`config.mk`:
```
export PLATFORM = sky130hd
export DESIGN_NAME = msk_inv_mixcolumn_serial
export DESIGN_NICKNAME = d
export VERILOG_FILES = /design/src/rtl/msk_inv_mixcolumn_serial.sv
export SDC_FILE = /design/constraint.sdc
export NUM_CORES = 1
export LEC_CHECK = 0
export ABC_AREA = 1
export CAP_MARGIN = 5
export CORE_ASPECT_RATIO = 0.6
export CORE_MARGIN = 5
export CORE_UTILIZATION = 41
export DETAILED_ROUTE_END_ITERATION = 8
export PLACE_DENSITY_LB_ADDON = 0.12
export SETUP_SLACK_MARGIN = 0.15
export SYNTH_ARGS = -nofsm -noshare
export SYNTH_HDL_FRONTEND = slang
export SYNTH_SLANG_ARGS = --single-unit
export TNS_END_PERCENT = 50
```
`constraint.sdc`:
```
create_clock -name clk -period 3.48 [get_ports clk]
set_input_delay 0.696 -clock clk [delete_from_list [all_inputs] [get_ports clk]]
set_output_delay 0.696 -clock clk [all_outputs]
set_load 0.01 [all_outputs]
```
`src/rtl/msk_inv_mixcolumn_serial.sv`:
```
// -----------------------------------------------------------------------------
// msk_inv_mixcolumn_serial
//
// Purpose:
//   Masked, byte-serial InvMixColumns column engine for the decryption
//   datapath. It accepts one masked state byte per cycle, in row order 0..3.
//   Each share is processed on its own: xtime chains form the x9/xb/xd/xe
//   multiples, and four per-share accumulators build the output column. A
//   finished column is placed in a one-deep output register with a
//   valid/ready handshake. The transform is linear per share, so it needs no
//   randomness and never combines two shares.
//
// Parameters:
//   d          number of shares (>= 1)
//
// Ports:
//   clk        clock
//   rst_n      asynchronous active-low reset
//   in_valid   input byte valid
//   in_ready   byte accepted when in_valid & in_ready
//   in_byte    masked byte, bit-interleaved: bit i of share j at [i*d+j]
//   out_valid  masked column available
//   out_ready  column consumed when out_valid & out_ready
//   out_col    masked column; row r byte at [8*d*r +: 8*d], same interleaving
// -----------------------------------------------------------------------------
module msk_inv_mixcolumn_serial #(
    parameter int unsigned d = 2
) (
    input  logic              clk,
    input  logic              rst_n,
    input  logic              in_valid,
    output logic              in_ready,
    input  logic [8*d-1:0]    in_byte,
    output logic              out_valid,
    input  logic              out_ready,
    output logic [32*d-1:0]   out_col
);

    // Multiply by x in GF(2^8) with the AES polynomial.
    function automatic logic [7:0] xtime(input logic [7:0] b);
        return {b[6:0], 1'b0} ^ (b[7] ? 8'h1b : 8'h00);
    endfunction

    // Returns the four InvMixColumns multiples of b, indexed by the
    // coefficient slot k: k=0 -> x0e, k=1 -> x0b, k=2 -> x0d, k=3 -> x09.
    // Byte c contributes to output row r with slot (c - r) mod 4.
    function automatic logic [3:0][7:0] inv_products(input logic [7:0] b);
        logic [7:0] x2;
        logic [7:0] x4;
        logic [7:0] x8;
        logic [3:0][7:0] p;
        x2   = xtime(b);
        x4   = xtime(x2);
        x8   = xtime(x4);
        p[0] = x8 ^ x4 ^ x2;   // x0e
        p[1] = x8 ^ x2 ^ b;    // x0b
        p[2] = x8 ^ x4 ^ b;    // x0d
        p[3] = x8 ^ b;         // x09
        return p;
    endfunction

    // -------------------------------------------------------------------------
    // State
    // -------------------------------------------------------------------------
    logic [1:0]                 r_cnt;       // row index of the next byte
    logic [3:0][d-1:0][7:0]     r_acc;       // [row][share] partial sums
    logic                       r_out_valid;
    logic [32*d-1:0]            r_out_col;

    // -------------------------------------------------------------------------
    // Combinational datapath
    // -------------------------------------------------------------------------
    logic [d-1:0][7:0]          w_share;     // de-interleaved input shares
    logic [d-1:0][3:0][7:0]     w_prod;      // [share][slot] products
    logic [3:0][d-1:0][7:0]     w_acc_next;  // accumulators after this byte
    logic [32*d-1:0]            w_col_next;  // w_acc_next, re-interleaved
    logic                       w_last;
    logic                       w_accept;
    logic                       w_load;

    // NOTE: every signal written in an always_comb block gets a default
    // first, so no path through the block can leave it unassigned and
    // infer a latch.
    always_comb begin : p_deinterleave
        w_share = '0;
        for (int j = 0; j < int'(d); j++) begin
            for (int i = 0; i < 8; i++) begin
                w_share[j][i] = in_byte[i*int'(d) + j];
            end
        end
    end

    always_comb begin : p_products
        w_prod = '0;
        for (int j = 0; j < int'(d); j++) begin
            w_prod[j] = inv_products(w_share[j]);
        end
    end

    // At row 0 the accumulators are loaded, not XORed. A new column
    // therefore needs no separate clearing cycle, and it overwrites
    // whatever the previous column left behind.
    always_comb begin : p_accumulate
        w_acc_next = '0;
        for (int r = 0; r < 4; r++) begin
            for (int j = 0; j < int'(d); j++) begin
                w_acc_next[r][j] = ((r_cnt == 2'd0) ? 8'h00 : r_acc[r][j])
                                 ^ w_prod[j][r_cnt - 2'(r)];
            end
        end
    end

    always_comb begin : p_interleave
        w_col_next = '0;
        for (int r = 0; r < 4; r++) begin
            for (int j = 0; j < int'(d); j++) begin
                for (int i = 0; i < 8; i++) begin
                    w_col_next[8*int'(d)*r + i*int'(d) + j] = w_acc_next[r][j][i];
                end
            end
        end
    end

    // Only the closing byte of a column needs space in the output register.
    // Bytes 0..2 of the next column are always accepted, so they can overlap
    // with a pending output.
    assign w_last   = (r_cnt == 2'd3);
    assign in_ready = !(w_last && r_out_valid && !out_ready);
    assign w_accept = in_valid && in_ready;
    assign w_load   = w_accept && w_last;

    // -------------------------------------------------------------------------
    // Sequential state
    // -------------------------------------------------------------------------
    // NOTE: sequential state is assigned with non-blocking (<=) only, so
    // every register samples values from before the clock edge, regardless
    // of the order of the statements.
    always_ff @(posedge clk or negedge rst_n) begin : p_acc_reg
        if (!rst_n) begin
            r_cnt <= 2'd0;
            r_acc <= '0;
        end else if (w_accept) begin
            r_cnt <= r_cnt + 2'd1;
            r_acc <= w_acc_next;
        end
    end

    // A new column may load in the same cycle that the old one is consumed.
    // In that case out_valid stays high and carries the new data.
    always_ff @(posedge clk or negedge rst_n) begin : p_out_reg
        if (!rst_n) begin
            r_out_valid <= 1'b0;
            r_out_col   <= '0;
        end else if (w_load) begin
            r_out_valid <= 1'b1;
            r_out_col   <= w_col_next;
        end else if (out_ready) begin
            r_out_valid <= 1'b0;
        end
    end

    assign out_valid = r_out_valid;
    assign out_col   = r_out_col;

endmodule

```
==> results.md, run 1 <==
- Status: completed
- Layout Utilization: 48.5%
- Max Cap Viol: 0
- Rows: 42
- Htree depth: 4
- Worst path bufs/invs: 2
- Slew Limit Fails: 0
- Vias in the first global route: 8,318
- Flop2flop setup slack: 1.15 ns
- Top delay family on crit path: simple AND/OR/NAND/NOR gates
- Final antenna-violating net count: 0
- Cts hold-fix bufs: 0
- Worst r2r src: r_cnt[0]
- Synth Area per Inst: 6.55 sq um
- # DRC: 0
- Fin nets: 1,449
- Fillers: 2,223
- Slowest CP cell: clkdlybuf4s50_1
- Final hold vios: 0
- Count of cell types in the netlist: 28
- Leading area contributor after synthesis: dfrtp_1
- CTS tree: built
- Clk buf depth: 2
- WP data required: 3.79 ns
- CP Capture Type: flip-flop
- RSZ-0062 raised after global routing: false
- Post-DP HPWL: 19,000 um
- Fin crit share: 75.9%
- Hold Slack: 0.252 ns
- Worst R2R End: r_acc[40]
- Standby leakage power: 5.55 nW
- Initial antenna violation count: 1
- Synth Instances: 1,380
- Root Driver: clkbuf_16
- Post-synth EDFFs: 0
- Area delta synth->final: 17.2%
- Arr. time, crit path: 2.95 ns
- Post-synthesis simple-gate area fraction: 44.3%
- Die width: 202 um
- Setup Buffers After CTS: 0
- Final worst path period need: 2.64 ns
- Synthesis-stage register bit count: 131
- Reg clk slew, reported paths: 0.06 ns
- DR WL/cell: 15.7 um
- Clk Latency, worst-skew pair: 0.43 ns
- R2r worst-path depth: 7
- Async SR Flop Fraction: 100%
- Xor/xnor share of the synthesized area: 4.14%
- Synth top area cells: dfrtp_1 (36%), nand2_1 (23%), nand3_1 (18%)
- IO Count: 86
- Post_cts resized: 0
- Post-synthesis compound-gate area fraction: 6.01%
- Num Clock Sinks: 131
- Initial Util: 41.4%
- Vias per inst: 5.18
- CTS buffer count: 17
- Setup total negative slack: 0 ns
- Largest net degree at the start of global routing: 85
- Min-delay worst type: in -> async
- Syn. warnings: 0
- Die height: 125 um
- Crit path kind: in -> reg
- Yosys top cell area share: 36.3%
- Dpl cell area: 10,000 sq um
- # setup viols final: 0
- Final GP Congestion: 0.927
- Layout Skew: 0.00784 ns
- Core footprint: 21,900 sq um
- Total grt overflow: 0
- Routed wire length: 27,100 um
- Slew headroom: 37.7%
- Fraction of layout cells with a size suffix above 1: 6.53%
- PortBufs: 85
- Total Routing Usage GR: 21.9%
- Register area share after synthesis: 36.3%
- Crit-path most repeated cell: nand3_1
- VDD IR-drop max: 0.000485 V
- Multiplexer share of the synthesized area: 0%
- Die area: 25,200 sq um
- CP startpoint: in_byte[13]
- Vias: 8,943
- Iteration-0 DRC Markers: 823
- Area share of fa/ha/maj cells after synthesis: 0.277%
- Total iterations of the first detailed-routing run: 5
- Achievable Freq: 379 MHz
- Worst-Margin Slew: 0.935 ns
- Worst-path maximum fanout: 9
- Startpoint Class: input pin
- Cell breakdown of the critical path: clkdlybuf4s50_1 > inv_2 > nand2_2 > nand3_1 > nand3_2 > nand3_1 > nand2_1 > nand2_1 > nand3_1 > nand3_1 > nand3_1 > nand2_1
- Post-synthesis cell area: 9040 sq um
- Post-synth net total: 1,402
- CP max stage delay: 0.76 ns
- Post-synth top flop: dfrtp_1
- First-pass GRT wire length: 44,700 um
- Largest family of logic cells by synthesized area: simple AND/OR/NAND/NOR gates
- Pwr Density: 1020 nW/um^2
- Design area: 10,600 sq um
==> state kept, by name, indices dropped and copies added (netlist names) <==
signal / count
out_col: 64
out_valid: 1
r_acc: 64
r_cnt: 2
==> Yosys cell counts, types with 3 or more instances <==
master and number:
buf_1 6, buf_2 21, buf_4 4, buf_6 9, clkbuf_1 33, dfrtp_1 131
inv_1 97, inv_2 13, nand2_1 545, nand2_2 20, nand3_1 317, nand3_2 3
nand3b_1 8, nand4_1 6, nor2_1 20, o211ai_1 24, o21ai_0 50, o21ai_1 19
or2_1 4, xnor2_1 13, xor2_1 26
==> per-stage QoR <==
| stage | total power (W) | std cells | setup slack (ns) |
|---|---|---|---|
| floorplan | 0.00708 | 1380 | 1.33 |
| global placement | 0.00896 | 1694 | 0.423 |
| detailed placement | 0.00903 | 1694 | 0.450 |
| CTS | 0.0109 | 1725 | 0.839 |
| global route | 0.0119 | 1726 | 0.618 |
| finish | 0.0108 | 1726 | 0.840 |
==> power by group <==
group,internal [W],total [W],switching [W]
sequential,0.00229,0.00272,0.000436
clock,0.00108,0.00178,0.000694
combinational,0.00235,0.00633,0.00399
==> kinds of logic after synthesis <==
| logic type | after synthesis |
|---|---|
| buf+inv | 186 |
| xor+xnor | 41 |
| compound gates | 95 |
| flops | 131 |
| fa+ha+maj | 2 |
| simple gates | 925 |
==> routing by layer <==
metal / wire, um / share of wire (%) / GRT usage [%]
met1: 14500 / 53 / 34.6
met2: 10500 / 39 / 29.4
met3: 1790 / 6.6 / 5.33
met4: 382 / 1.4 / 5.54
met5: 0 / 0 / 0
==> how the worst max path moves through the flow <==
stage | end | slack, ns | cells after the start
global placement | out_col[7] | 0.42 | 12
CTS | in_ready | 0.84 | 4
finish | out_col[7] | 0.84 | 12
floorplan | r_acc[57] | 1.33 | 12
detailed placement | out_col[7] | 0.45 | 12
global route | out_col[7] | 0.62 | 11
==> cells in the final DEF (no fill, tap or decap), types with 20 or more instances in the layout <==
cell             Yosys  final
nor2_1              20     20
clkdlybuf4s50_1      0     84
xor2_1              26     26
nand3_1            317    317
inv_1               97     95
o211ai_1            24     24
nand2_1            545    544
o21ai_0             50     50
dfrtp_1            131    130
nand2_2             20     21
==> cell type report <==
cell class	instances	area (sq um)	share of cell area (%)
Clock buffer	22	464	4.38
Timing Repair Buffer	104	1020	9.62
Antenna cell	1	2.50	0.0236
Multi-Input combinational cell	1063	4950	46.7
Inverter	110	413	3.90
Tap cell	286	358	3.38
Clock inverter	9	106	1.00
Sequential cell	131	3280	31.0
(Power assumes the default switching activity.)
==> run 2, diff against run 1 <==
==> constraint.sdc (replaced) <==
create_clock -name clk -period 2.4 [get_ports clk]
set_input_delay 0.48 -clock clk [delete_from_list [all_inputs] [get_ports clk]]
set_output_delay 0.48 -clock clk [all_outputs]
set_load 0.01 [all_outputs]
==> run 2 against run 1 <==
  * Critical path depth unchanged
  * Non-clock buffer count increased by 90
  * Via count increased by 5.9%
  * Final cell count increased by 5.2%
  * Combinational power increased by 54%
  * Register-to-register slack got worse by 0.63 ns
  * Sequential share of layout area decreased by 2.4 points
  * Power increased by 53%
  * Design area increased by 8.4%
  * Setup slack got worse by 0.62 ns
  * Critical endpoint is now out_col[58]
  * Largest power group unchanged
==> results.md, run 2 (synthesis results as in run 1) <==
- CTS tree: built
- Die width: 202 um
- Clk buf depth: 2
- CTS buffer count: 17
- Reg clk slew, reported paths: 0.06 ns
- Final WS setup: 0.225 ns
- Total grt overflow: 0
- Initial Util: 41.4%
- R2r worst-path depth: 9
- Worst R2R End: r_acc[23]
- Ant. Diodes: 0
- Die area: 25,200 sq um
- Most common cell after layout, fill and taps aside: nand2_1
- Grt met1 use: 37.6%
- Arr. time, crit path: 2.50 ns
- Worst-path maximum fanout: 10
- # setup viols final: 0
- Slew headroom: 57.6%
- Vias: 9,469
- Dpl cells: 1,783
- Worst path bufs/invs: 2
- Area delta synth->final: 27.0%
- Vias in the first global route: 8,554
- First-pass GRT wire length: 47,500 um
- Final Non-Filler Cells: 1,816
- Core footprint: 21,900 sq um
- Min-delay worst type: reg -> reg
- Cell breakdown of the critical path: clkdlybuf4s50_1 > buf_12 > xnor2_1 > nand2_1 > nand2_1 > nand2_1 > nand3_1 > nand3_1 > nand2_1 > nand2_2 > nand3_1 > nand2_1
- Final worst path period need: 2.17 ns
- Setup Buffers After CTS: 0
- Crit-path most repeated cell: nand2_1
- Pwr Density: 1440 nW/um^2
- WP data required: 2.72 ns
- Worst r2r src: r_cnt[0]
- Design area: 11,500 sq um
- CP max stage delay: 0.45 ns
- Initial antenna violation count: 0
- Cell count of the worst hold path: 2
- Global route hottest layer: met1
- CP startpoint: in_byte[14]
- Dpl cell area: 10,800 sq um
- CP Capture Type: flip-flop
- DR WL/cell: 16.2 um
- Layout Utilization: 52.5%
- Iteration-0 DRC Markers: 984
- VDD IR-drop max: 0.000666 V
- RSZ-0062 raised after global routing: true
- Root Driver: clkbuf_16
- # DRC: 0
- Routed wire length: 29,500 um
- IO Count: 86
- Top delay family on crit path: simple AND/OR/NAND/NOR gates
- Achievable Freq: 460 MHz
- Critical Path Sink: out_col[58]
- Final antenna-violating net count: 0
- Rows: 42
- Vias per inst: 5.21
- Total Routing Usage GR: 23.6%
- Fin crit share: 90.6%
- Slew Limit Fails: 0
- Pre-CTS WS: -0.213 ns
- Fraction of layout cells with a size suffix above 1: 12.5%
- Fin nets: 1,539
- Standby leakage power: 6.09 nW
- Post-DP HPWL: 21,000 um
- Final GP Congestion: 1.03
- Max Cap Viol: 0
- Layout Skew: 0.00965 ns
- PortBufs: 85
- Htree depth: 4
- Worst-Margin Slew: 0.636 ns
- Die height: 125 um
- Most frequent cells in the layout: nand2_1 (544), nand3_1 (316), dfrtp_1 (130)
- GR Util met3: 7.66%
- Crit path kind: in -> reg
- Clk Latency, worst-skew pair: 0.44 ns
- Num Clock Sinks: 131
- Final hold vios: 0
- M2 GR Usage: 30.5%
- Setup total negative slack: 0 ns
- Total iterations of the first detailed-routing run: 8
- Startpoint Class: input pin
- Slowest CP cell: clkdlybuf4s50_1
- Largest net degree at the start of global routing: 85
- Flop2flop setup slack: 0.52 ns
- WP depth: 12
- Status: completed
[run 2: per-stage QoR]
step           hold WS, ns  power, W
2_1_floorplan        0.184    0.0103
3_3_place_gp         0.449    0.0135
3_5_place_dp         0.448    0.0136
4_1_cts              0.480    0.0166
5_1_grt              0.494    0.0181
6_report             0.474    0.0166
[run 2: final cells by class]
cell class                 count  area, sq um
clock buffer                  18          439
clock inverter                14          200
fill                        2120        10400
inverter                     110          413
multi-input combinational   1063         4970
sequential                   131         3280
tap                          286          358
timing repair buffer         194         1820
[run 2: layer usage]
| layer | share of wire (%) | up-vias | wire length (um) |
|---|---|---|---|
| li1 | - | 4731 | - |
| met1 | 51 | 4347 | 15200 |
| met2 | 38 | 360 | 11200 |
| met3 | 9.3 | 31 | 2760 |
| met4 | 1.2 | 0 | 346 |
| met5 | 0 | - | 0 |
[run 2: tightest hold or removal path, delay by kind of cell, from the launching register on]
| kind | cells | cell delay (ns) |
|---|---|---|
| flip-flops | 1 | 0.34 |
| AND/OR/NAND/NOR | 2 | 0.10 |
[run 2: worst min path at each step]
| stage | from | end | slack [ns] |
|---|---|---|---|
| 3_5_place_dp | rst_n | out_col[63] | 0.45 |
| 4_1_cts | out_col[19] | out_col[19] | 0.48 |
| 3_3_place_gp | rst_n | r_acc[31] | 0.45 |
| 6_report | out_col[19] | out_col[19] | 0.47 |
| 5_1_grt | r_acc[22] | r_acc[22] | 0.49 |
| 2_1_floorplan | rst_n | out_col[0] | 0.18 |
[run 2: repair_timing]
item	CTS	global route
setup endpoints to repair	1	28
endpoints found under the hold margin	41	0
cloned	0	0
resized for setup	2	8
hold buffers	1	0
[run 2: report_power, final]
part	internal [W]	total, W	leakage (nW)	switching, W
clock	0.00178	0.00290	0.304	0.00112
sequential	0.00332	0.00396	1.60	0.000647
combinational	0.00371	0.00972	4.19	0.00601
==> run 3, diff against run 2 <==
--- a/config.mk
+++ b/config.mk
@@ -12,6 +12,7 @@
 export CORE_UTILIZATION = 41
 export DETAILED_ROUTE_END_ITERATION = 8
 export PLACE_DENSITY_LB_ADDON = 0.12
+export RECOVER_POWER = 100
 export SETUP_SLACK_MARGIN = 0.15
 export SYNTH_ARGS = -nofsm -noshare
 export SYNTH_HDL_FRONTEND = slang
==> run 3 against run 2 <==
  * Sequential cell count did not move
  * Largest power group unchanged
  * Sequential power about the same
  * Via count is 0.51% higher
  * Core utilization down 0.19 points
  * Die area unchanged
  * Clock skew shrank 0.00091 ns
  * Design area shrank 0.36%
==> results.md, run 3 (synthesis results as in run 1) <==
- Met1 wire length: 15,200 um
- Die area: 25,200 sq um
- Initial antenna violation count: 1
- Max Cap Viol: 0
- Slew headroom: 14.7%
- IO Count: 86
- Total Routing Usage GR: 23.6%
- Final WS setup: 0.198 ns
- # setup viols final: 0
- Most frequent cells in the layout: nand2_1 (546), nand3_1 (316), dfrtp_1 (130)
- Post-DP HPWL: 21,000 um
- Min-delay worst type: reg -> reg
- WP data required: 2.77 ns
- RSZ-0062 raised after global routing: true
- Clk Latency, worst-skew pair: 0.44 ns
- Startpoint Class: input pin
- Total grt overflow: 0
- Pwr Density: 1430 nW/um^2
- DR top layer: met4
- Clk buf depth: 2
- Total Power: 0.0163 W
- Area delta synth->final: 26.6%
- Sequential share of power: 24.1%
- DR WL/cell: 16.3 um
- Vias per inst: 5.24
- Reg clk slew, reported paths: 0.06 ns
- CP Capture Type: flip-flop
- Fraction of layout cells with a size suffix above 1: 12.0%
- Most common cell after layout, fill and taps aside: nand2_1
- Final worst path period need: 2.20 ns
- First-pass GRT wire length: 47,500 um
- Dpl cells: 1,783
- # DRC: 0
- Die height: 125 um
- Metal2 WL: 11,300 um
- Rows: 42
- Core footprint: 21,900 sq um
- Slew Limit Fails: 0
- Final antenna-violating net count: 0
- Worst path bufs/invs: 3
- Status: completed
- Total iterations of the first detailed-routing run: 6
- Root Driver: clkbuf_16
- Fin crit share: 91.7%
- Final Non-Filler Cells: 1,816
- CTS buffer count: 17
- Final hold vios: 0
- Achievable Freq: 454 MHz
- Crit path kind: in -> reg
- Iteration-0 DRC Markers: 982
- Fillers: 2,131
- Routed wire length: 29,600 um
- Largest net degree at the start of global routing: 85
- Worst-path maximum fanout: 10
- Ant. Diodes: 0
- DR WL met3: 2820 um
- CP max stage delay: 0.51 ns
- VDD IR-drop max: 0.000669 V
- Switching Power: 0.00776 W
- Die width: 202 um
- Top delay family on crit path: buffers and inverters
- Initial Util: 41.4%
- CTS tree: built
- Layout Utilization: 52.3%
- Standby leakage power: 6.16 nW
- Slowest CP cell: clkdlybuf4s50_1
- PortBufs: 85
- Final GP Congestion: 1.03
- Crit-path most repeated cell: nand2_1
- Vias in the first global route: 8,554
- Num Clock Sinks: 131
- Fin nets: 1,539
- Vias: 9,517
- Pre-CTS WS: -0.213 ns
- Worst-Margin Slew: 1.28 ns
- Clock Power Share: 17.8%
- Cell breakdown of the critical path: clkdlybuf4s50_1 > buf_12 > inv_2 > nand2_1 > nand2_2 > xor2_1 > o21ai_0 > o21ai_0 > nand2_1 > nand3_2 > nand2_1
- Comb pwr share: 58.1%
- Layout Skew: 0.00874 ns
- Setup total negative slack: 0 ns
- Arr. time, crit path: 2.58 ns
- Htree depth: 4
- Int Power: 0.00857 W
- Switch share: 47.5%
## run 3: path summary, 6_finish.rpt
| kind | from | end | slack, ns | cells after the start |
|---|---|---|---|---|
| worst max-delay path | in_byte[14] | out_col[62] | 0.20 | 11 |
| worst min-delay path | out_col[19] | out_col[19] | 0.47 | 2 |
| worst max register to register | r_cnt[0] | r_cnt[1] | 0.22 | 5 |
| worst min register to register | out_col[19] | out_col[19] | 0.47 | 2 |
| max in group asynchronous | rst_n | r_acc[36] | 0.69 | 3 |
| min in group asynchronous | rst_n | r_acc[31] | 0.84 | 2 |
## run 3: power groups by stage
stage	clock [W]	sequential (W)	combinational, W
final	0.00290	0.00394	0.00950
after detailed placement	0	0.00397	0.00960
after global placement	0	0.00398	0.00949
after floorplan	0	0.00404	0.00622
after global routing	0.00304	0.00407	0.0107
after CTS	0.00295	0.00395	0.00968
## run 3: per-stage QoR
step,hold slack [ns],instance area (sq um)
after detailed placement,0.448,10800
after global placement,0.449,10800
after global routing,0.494,11400
final,0.469,11400
after floorplan,0.184,9040
after CTS,0.480,11500
## run 3: layout make-up
type	instances	area (sq um)	area share, %
multi-input cells	1063	4970	43.4
flip-flops and latches	131	3280	28.7
repair buffers	194	1780	15.6
clock buffers	18	439	3.84
inverters	110	413	3.61
well taps	286	358	3.13
clock inverters	14	200	1.75
## run 3: metal layers
| layer | GRT usage [%] | vias up |
|---|---|---|
| met5 | 0 | - |
| met4 | 4.94 | 0 |
| met3 | 7.66 | 27 |
| met2 | 30.5 | 358 |
| met1 | 37.6 | 4403 |
| li1 | - | 4729 |
## run 3: worst min-delay path: cells and delay by family, from the launching register on
kind             cells  cell delay, ns
and+or+nand+nor      2            0.10
DFF                  1            0.33
## run 3: repair_timing
action                                  4_1_cts  5_1_grt
hold endpoints to repair                     41        0
pin swaps                                     0        0
gates resized for setup                       2        8
endpoints found under the setup margin        1       28
setup buffers                                 0        0
hold buffers                                  1        0
